File: config.mk
export PLATFORM = sky130hd
export DESIGN_NAME = pingpong_ball_ctrl
export DESIGN_NICKNAME = d
export VERILOG_FILES = /design/src/rtl/pingpong_ball_ctrl.sv
export SDC_FILE = /design/constraint.sdc
export NUM_CORES = 1
export LEC_CHECK = 0
export BUFFER_PORTS_ARGS = -buffer_cell sky130_fd_sc_hd__buf_2
export CORE_MARGIN = 5
export CORE_UTILIZATION = 58
export CTS_BUF_LIST = sky130_fd_sc_hd__clkbuf_8
export CTS_CLUSTER_SIZE = 25
export DETAILED_ROUTE_END_ITERATION = 16
export PLACE_DENSITY = 0.81
export SLEW_MARGIN = 20
export SYNTH_ARGS = -nofsm -noshare
export SYNTH_HDL_FRONTEND = slang
export SYNTH_SLANG_ARGS = --single-unit
File: constraint.sdc
create_clock -name clk -period 2.75 [get_ports clk]
set_input_delay 0.275 -clock clk [delete_from_list [all_inputs] [get_ports clk]]
set_output_delay 0.275 -clock clk [all_outputs]
set_load 0.005 [all_outputs]
File: src/rtl/pingpong_ball_ctrl.sv
// Pong rally controller: turns divider ticks and paddle pulses into ball motion, scores and game-over.
// Optional macro PINGPONG_SPEEDUP_EN halves the ball speed for the first 4 returns of each rally.
module pingpong_ball_ctrl #(
    parameter int N_LEDS      = 8,
    parameter int SCORE_W     = 4,
    parameter int WIN_SCORE   = 7,
    parameter int POINT_TICKS = 3
) (
    input  logic               clk,
    input  logic               reset,
    input  logic               tick,
    input  logic               btn_l,
    input  logic               btn_r,
    output logic [N_LEDS-1:0]  leds,
    output logic [SCORE_W-1:0] score_l,
    output logic [SCORE_W-1:0] score_r,
    output logic               game_over,
    output logic               winner
);

    localparam int PW = $clog2(N_LEDS);
    localparam int FW = (POINT_TICKS > 1) ? $clog2(POINT_TICKS) : 1;
    localparam logic [PW-1:0]      LAST_POS   = PW'(N_LEDS - 1);
    localparam logic [FW-1:0]      LAST_FLASH = FW'(POINT_TICKS - 1);
    localparam logic [SCORE_W-1:0] WIN        = SCORE_W'(WIN_SCORE);
    localparam logic [N_LEDS-1:0]  OVER_PAT   = N_LEDS'({N_LEDS{2'b01}});

    typedef enum logic [2:0] {S_IDLE, S_MOVE_R, S_MOVE_L, S_POINT, S_OVER} state_e;

    state_e             state_q, state_d;
    logic [PW-1:0]      pos_q, pos_d;
    logic               serve_q, serve_d;   // 1 = right player serves
    logic [SCORE_W-1:0] score_l_q, score_l_d, score_r_q, score_r_d;
    logic [FW-1:0]      flash_q, flash_d;
    logic               winner_q, winner_d;
    logic               over_q;
    logic [N_LEDS-1:0]  leds_q, leds_d;
    logic               point_l, point_r;
    logic               step;

`ifdef PINGPONG_SPEEDUP_EN
    logic       presc_q, presc_d;
    logic [2:0] ret_q, ret_d;

    assign step = tick && (presc_q || ret_q == 3'd4);

    always_comb begin
        presc_d = presc_q;
        ret_d   = ret_q;
        if ((state_q == S_MOVE_R || state_q == S_MOVE_L) && tick && ret_q != 3'd4)
            presc_d = ~presc_q;
        if (((state_q == S_MOVE_R && btn_r && pos_q == LAST_POS) ||
             (state_q == S_MOVE_L && btn_l && pos_q == '0)) && ret_q != 3'd4)
            ret_d = ret_q + 3'd1;
        if ((state_q == S_IDLE && state_d != S_IDLE) ||
            (state_q != S_POINT && state_d == S_POINT)) begin
            presc_d = 1'b0;
            ret_d   = '0;
        end
    end

    always_ff @(posedge clk) begin
        if (reset) begin
            presc_q <= 1'b0;
            ret_q   <= '0;
        end else begin
            presc_q <= presc_d;
            ret_q   <= ret_d;
        end
    end
`else
    assign step = tick;
`endif

    // NOTE: every output defaults to its held value first, so no path can infer a latch.
    always_comb begin
        state_d   = state_q;
        pos_d     = pos_q;
        serve_d   = serve_q;
        score_l_d = score_l_q;
        score_r_d = score_r_q;
        flash_d   = flash_q;
        winner_d  = winner_q;
        point_l   = 1'b0;
        point_r   = 1'b0;

        unique case (state_q)
            S_IDLE: begin
                if (!serve_q && btn_l)     state_d = S_MOVE_R;
                else if (serve_q && btn_r) state_d = S_MOVE_L;
            end
            S_MOVE_R: begin
                if (btn_r) begin
                    if (pos_q == LAST_POS) state_d = S_MOVE_L;
                    else                   point_l = 1'b1;
                end else if (step) begin
                    if (pos_q != LAST_POS) pos_d   = pos_q + PW'(1);
                    else                   point_l = 1'b1;
                end
            end
            S_MOVE_L: begin
                if (btn_l) begin
                    if (pos_q == '0) state_d = S_MOVE_R;
                    else             point_r = 1'b1;
                end else if (step) begin
                    if (pos_q != '0) pos_d   = pos_q - PW'(1);
                    else             point_r = 1'b1;
                end
            end
            S_POINT: begin
                if (tick) begin
                    if (flash_q == LAST_FLASH) begin
                        flash_d = '0;
                        if (score_l_q == WIN || score_r_q == WIN) begin
                            state_d  = S_OVER;
                            winner_d = (score_r_q == WIN);
                        end else begin
                            state_d = S_IDLE;
                            pos_d   = serve_q ? LAST_POS : '0;
                        end
                    end else begin
                        flash_d = flash_q + FW'(1);
                    end
                end
            end
            S_OVER: begin
                if (btn_l || btn_r) begin
                    state_d   = S_IDLE;
                    pos_d     = '0;
                    serve_d   = 1'b0;
                    score_l_d = '0;
                    score_r_d = '0;
                    winner_d  = 1'b0;
                end
            end
            default: state_d = S_IDLE;
        endcase

        // The loser of the point serves next.
        if (point_l) begin
            score_l_d = score_l_q + SCORE_W'(1);
            serve_d   = 1'b1;
            state_d   = S_POINT;
            flash_d   = '0;
        end
        if (point_r) begin
            score_r_d = score_r_q + SCORE_W'(1);
            serve_d   = 1'b0;
            state_d   = S_POINT;
            flash_d   = '0;
        end

        leds_d = '0;
        case (state_d)
            S_POINT: leds_d = '1;
            S_OVER:  leds_d = OVER_PAT;
            default: leds_d[pos_d] = 1'b1;
        endcase
    end

    // NOTE: state registers use non-blocking assignments so all flops update from pre-edge values.
    always_ff @(posedge clk) begin
        if (reset) begin
            state_q   <= S_IDLE;
            pos_q     <= '0;
            serve_q   <= 1'b0;
            score_l_q <= '0;
            score_r_q <= '0;
            flash_q   <= '0;
            winner_q  <= 1'b0;
            over_q    <= 1'b0;
            leds_q    <= N_LEDS'(1);
        end else begin
            state_q   <= state_d;
            pos_q     <= pos_d;
            serve_q   <= serve_d;
            score_l_q <= score_l_d;
            score_r_q <= score_r_d;
            flash_q   <= flash_d;
            winner_q  <= winner_d;
            over_q    <= (state_d == S_OVER);
            leds_q    <= leds_d;
        end
    end

    assign leds      = leds_q;
    assign score_l   = score_l_q;
    assign score_r   = score_r_q;
    assign game_over = over_q;
    assign winner    = winner_q;

endmodule

======== Yosys cells after proc, flatten, opt, wreduce, memory -nomap -nowiden ========
Index checks and enable logic that the tools add are counted.
Widths: inputs -> output; s select.
operators by class
  reduce and logical (&&, ||, !) cells .... 20
  magnitude comparators ................... 2
  add/sub/neg operators ................... 5
  equality and inequality tests ........... 15
  muxes and demuxes ....................... 50
operator list
  kind                 number
  $mux 3               23
  $mux 1               17
  $mux 4               4
  $pmux 8 s2           1
  $pmux 3 s5           1
  $pmux 3 s4           1
  $reduce_bool 2->1    5
  $eq 3x2->1 const B   3
  $eq 3x3->1 const B   3
  $add 4x1->4 const B  2
  $eq 4x3->1 const B   2
  $ne 2x2->1 const B   4
  $logic_not 3->1      2
  $reduce_and 2->1     3
  $reduce_and 5->1     1
  $lt 3x4->1 const B   1
  $add 3x1->3 const B  1
  $demux 1 s3          1
  $eq 3x1->1 const B   1
  $ge 3x1->1 const B   1
  $logic_and 1x1->1    3
  $ne 3x3->1 const B   1
  $reduce_bool 3->1    1
  $reduce_or 3->1      1
  other kinds (8)      9
word-level totals
  output and inout port bits .............. 18
  register bits ........................... 27
  input bits .............................. 5
  word-level logic and storage cells ...... 101

======== Depth between registers and ports, before layout ========
  depth in word-level cells ............... 11
  gate-level depth with buffers ........... 9
  mapped depth without buffers ............ 8

======== Worst setup path before layout ========
OpenSTA, ideal clock, no wires.
  kind .................................... reg-to-reg
  start ................................... register pos_q[0]
  end ..................................... register leds_q[4], in the netlist leds[4]
  path buffers ............................ 1
  cell stages (with the launch flop) ...... 10
  arrival ................................. 1.760 ns
  slack ................................... 0.865 ns
  setup time .............................. 0.125 ns
  required time ........................... 2.625 ns
  period minus slack after synthesis ...... 1.885 ns
  cell sequence ........................... dfxtp_1 -> inv_1 -> ha_1 -> nor2b_2 -> mux2i_1 -> nor2_1 -> buf_2 -> a211oi_1 -> a21o_1 -> o31ai_1
between the ends
  word-level cells in the longest chain between the ends .. 10
  elaborated cells between the ends (all ways) .. 42
  classes of those cells .................. 2 x add/sub; 2 x order compare; 4 x eq/ne; 31 x mux; 3 x reduce/logical
RTL lines
  item                                                                   line     RTL
  from (decl)                                                            31       logic [PW-1:0] pos_q, pos_d;
  from (signal assigned)                                                 175      pos_q <= pos_d;
  $sub 3x1->3, or another cell as far along                              106      if (pos_q != '0) pos_d = pos_q - PW'(1);
  $mux 3, on equally long branches                                       106, 97
  $mux 3, on equally long branches                                       105, 96
  $mux 3, on equally long branches                                       102, 93
  $pmux 3 s4                                                             87       unique case (state_q)
  $lt 3x4->1 (not written as such) / $ge 3x1->1 (equally long branches)  157      default: leds_d[pos_d] = 1'b1;
  $logic_and 1x1->1 (not written as such)                                157
  $mux 1 (not written as such)                                           157
  $demux 1 s3                                                            157
  $pmux 8 s2 *                                                           154      case (state_d)
  to (signal assigned)                                                   182      leds_q <= leds_d;
  to (decl)                                                              37       logic [N_LEDS-1:0] leds_q, leds_d;
Mark *: on every way between the ends. The rest lies on a longest branch, timed or not.
A chain may end at the register's enable or synchronous reset.

======== Final worst setup path ========
  start ................................... register pos_q[0]
  end ..................................... register leds_q[3], in the netlist leds[3]
Same word-level chain as after synthesis.

==> results_dict.tcl <==
set metrics [dict create \
    clkTransAtPathRegs_ns 0.10 \
    skew_ns 0.00795 \
    top_level_ports 23 \
    die_h_um 60.9 \
    r2r_end "leds[3]" \
    gr-usage-met1_pct 27.0 \
    clock_path_buffers 2 \
    synth_cells 178 \
    cp.required_ns 2.94 \
    cts_made_buffers 3 \
    track_usage_pct 20.1 \
    wl_per_cell_um 15.1 \
    finalWirelength_um 3410 \
    cts_htree_levels 1 \
    use_met3_pct 2.13 \
    powerDensity_nw_per_um2 539 \
    outcome "complete, no violations" \
    synth_top_cell_by_area "dfxtp_1" \
    fin_util_pct 66.3 \
    period_share_pct 86.6 \
    swShare_pct 30.7 \
    path_class "flop to flop" \
    synth_top_family_by_area "simple AND/OR/NAND/NOR gates" \
    place_inst 222 \
    cts_resized 0 \
    gp_congestion 0.897 \
    netlist_area_sq_um 1500 \
    tritoncts "done" \
    ys_seq_area_share_pct 36.0 \
    use_met2_pct 32.7 \
    hold_ws_ns 0.411 \
    final_hold_viol_count 0 \
    synth-xor-area-share_pct 0 \
    fin_area_sq_um 1640 \
    endpoint "leds[3]" \
    arrival_ns 2.57 \
    synth_top_area_share_pct 36.0 \
    fin_nets 207 \
    maxSlewHeadroom_pct 49.9 \
    die_x_um 60.9 \
    grt_pass1_vias 1266 \
    start_util_pct 60.7 \
    slew_violations 0 \
    synth.avg_cell_area_sq_um 8.44 \
    crit_fanout 11 \
    pwr-share-seq_pct 51.5 \
    synth_simple_gate_area_share_pct 30.1 \
    tightest_slew_ns 0.748 \
    stdcell_count 226 \
    clk_latency_ns 0.27 \
    syn_to_final_growth_pct 9.33 \
    synth-seq-cells 27 \
    coreArea_sq_um 2480 \
    clock_sinks 27 \
    synth.mux.area_fraction_pct 3.41 \
    place_area_sq_um 1590 \
    worstReg2RegStart "pos_q[0]" \
    total_leakage_power_uw 0.000683 \
    numPortBuffers 22 \
    grt_pass1_wl_um 5710 \
    overflow 0 \
    ys_types 50 \
    reg2reg_depth 8 \
    combPwrFrac_pct 23.1 \
    switchingPower_uw 272 \
    drt-pass1-iter-count 4 \
    route.detailed.drc 0 \
    syn-num-nets 188 \
    postCtsHoldBufs 0 \
    synth_fa_ha_area_share_pct 4.16 \
    drive_above_1_share_pct 20.9 \
    clock_power_share_pct 25.4 \
    n_antenna_cell 0 \
    grt_max_degree 24 \
    post-route-min-period_ns 2.38 \
    die_area_sq_um 3710 \
    async_reset_ff_share_pct 0 \
    place_hpwl_um 2650 \
    rsz0062_at_grt "false" \
    synthFlopType "dfxtp_1" \
    critPathLaunchType "flop" \
    via_per_inst 6.12 \
    peakVddDrop_uv 382 \
    hp-class "input port to flop" \
    cts-root-buf "clkbuf_8" \
    maxCapViolCount 0 \
    synth_compound_area_share_pct 20.9 \
    ys_warn_count 0 \
    rows 18 \
    drt_first_iter_violations 116 \
    r2r_setup_slack_ns 0.37 \
    detail-route-antenna-nets 0 \
    grt_busiest_layer "met2" \
    setup_viol 0 \
    synth_enable_flop_cells 0 \
    startpoint "pos_q[0]" \
    synthTopCellsByArea "dfxtp_1 36%, a21oi_1 6.7%, nor2_1 5.2%" \
    num_vias 1382 \
    antenna_found_initial 0 \
    setup_tns_ns 0 \
    fmax_mhz 420 \
    post_cts_buffers 0 \
    cp-end-kind "flop" \
    power.internal_uw 614 \
]
## metrics by stage
stage / total power, uW / worst slack (ns)
finish: 886 / 0.369
global route: 931 / 0.144
CTS: 885 / 0.387
detailed placement: 666 / 0.424
global placement: 657 / 0.572
floorplan: 615 / 0.865
## cells in the final DEF (no fill, tap or decap), types with 2 or more instances in the layout
cell	count
dfxtp_1	27
buf_2	22
nor2_1	21
a21oi_1	20
nand2_1	10
o31ai_1	8
nor3_1	7
nand3b_1	7
nand3_1	6
inv_1	5
o21ai_0	5
ha_1	5
mux2i_1	4
nor2b_1	4
a211oi_1	4
clkbuf_8	3
nor2b_2	2
nor4_1	2
a31oi_1	2
or3_1	2
nand2b_1	2
## flip-flops by register name (all words and copies together) (netlist names)
signal and count:
flash_q 2, leds 8, pos_q 3, winner 1, state_q 3, score_r 4
serve_q 1, score_l 4, game_over 1
## critical path, stage by stage (launching register included)
cell and delay, ns:
dfxtp_1 0.36, inv_1 0.09, ha_1 0.20, nor2b_2 0.22, mux2i_1 0.37, nor2_1 0.27
nor4b_2 0.35, nand3_1 0.19, o31ai_1 0.26
## cell usage after synthesis, drive strengths merged, types with 3 or more instances
library cell,n
ha,5
nor4,3
buf,8
nand2,11
nand3b,7
o21ai,5
nor2,21
nand3,7
nor3,7
a211oi,4
inv,5
o31ai,8
dfxtp,27
a21oi,20
mux2i,4
nor2b,6
## logic make-up after synthesis
family,count (synthesis)
AOI/OAI and AO/OA,48
DFF,27
muxes,5
and+or+nand+nor,79
adders and majority gates,5
buffers and inverters,14
## routing by layer
metal / part of all wire [%] / up-vias
li1: - / 683
met1: 44 / 644
met2: 49 / 47
met3: 4.9 / 8
met4: 2.1 / 0
met5: 0 / -
## power groups by stage
stage	Sequential, uW	Combinational, uW	Clock [uW]
final	456	205	225
after global routing	462	228	242
after CTS	455	204	226
after detailed placement	464	202	0
after global placement	463	194	0
after floorplan	451	164	0
## final cells by class
| type | instances | area [sq um] |
|---|---|---|
| tap | 30 | 37.5 |
| fill | 225 | 835 |
| clock buffer | 3 | 41.3 |
| multi-input combinational | 137 | 880 |
| clock inverter | 1 | 7.51 |
| inverter | 5 | 18.8 |
| sequential | 27 | 541 |
| timing repair buffer | 23 | 118 |
## worst min-delay path by stage
stage               startpoint         end  slack [ns]  cells past startpoint
floorplan                reset     leds[2]        0.38                      1
global placement    score_l[3]  score_l[3]        0.46                      1
detailed placement  score_r[3]  score_r[3]        0.48                      1
CTS                      reset    pos_q[1]        0.40                      2
global route             reset    pos_q[1]        0.43                      2
finish                   reset  score_l[0]        0.41                      2
No activity file was read; power rests on OpenSTA's default activity.
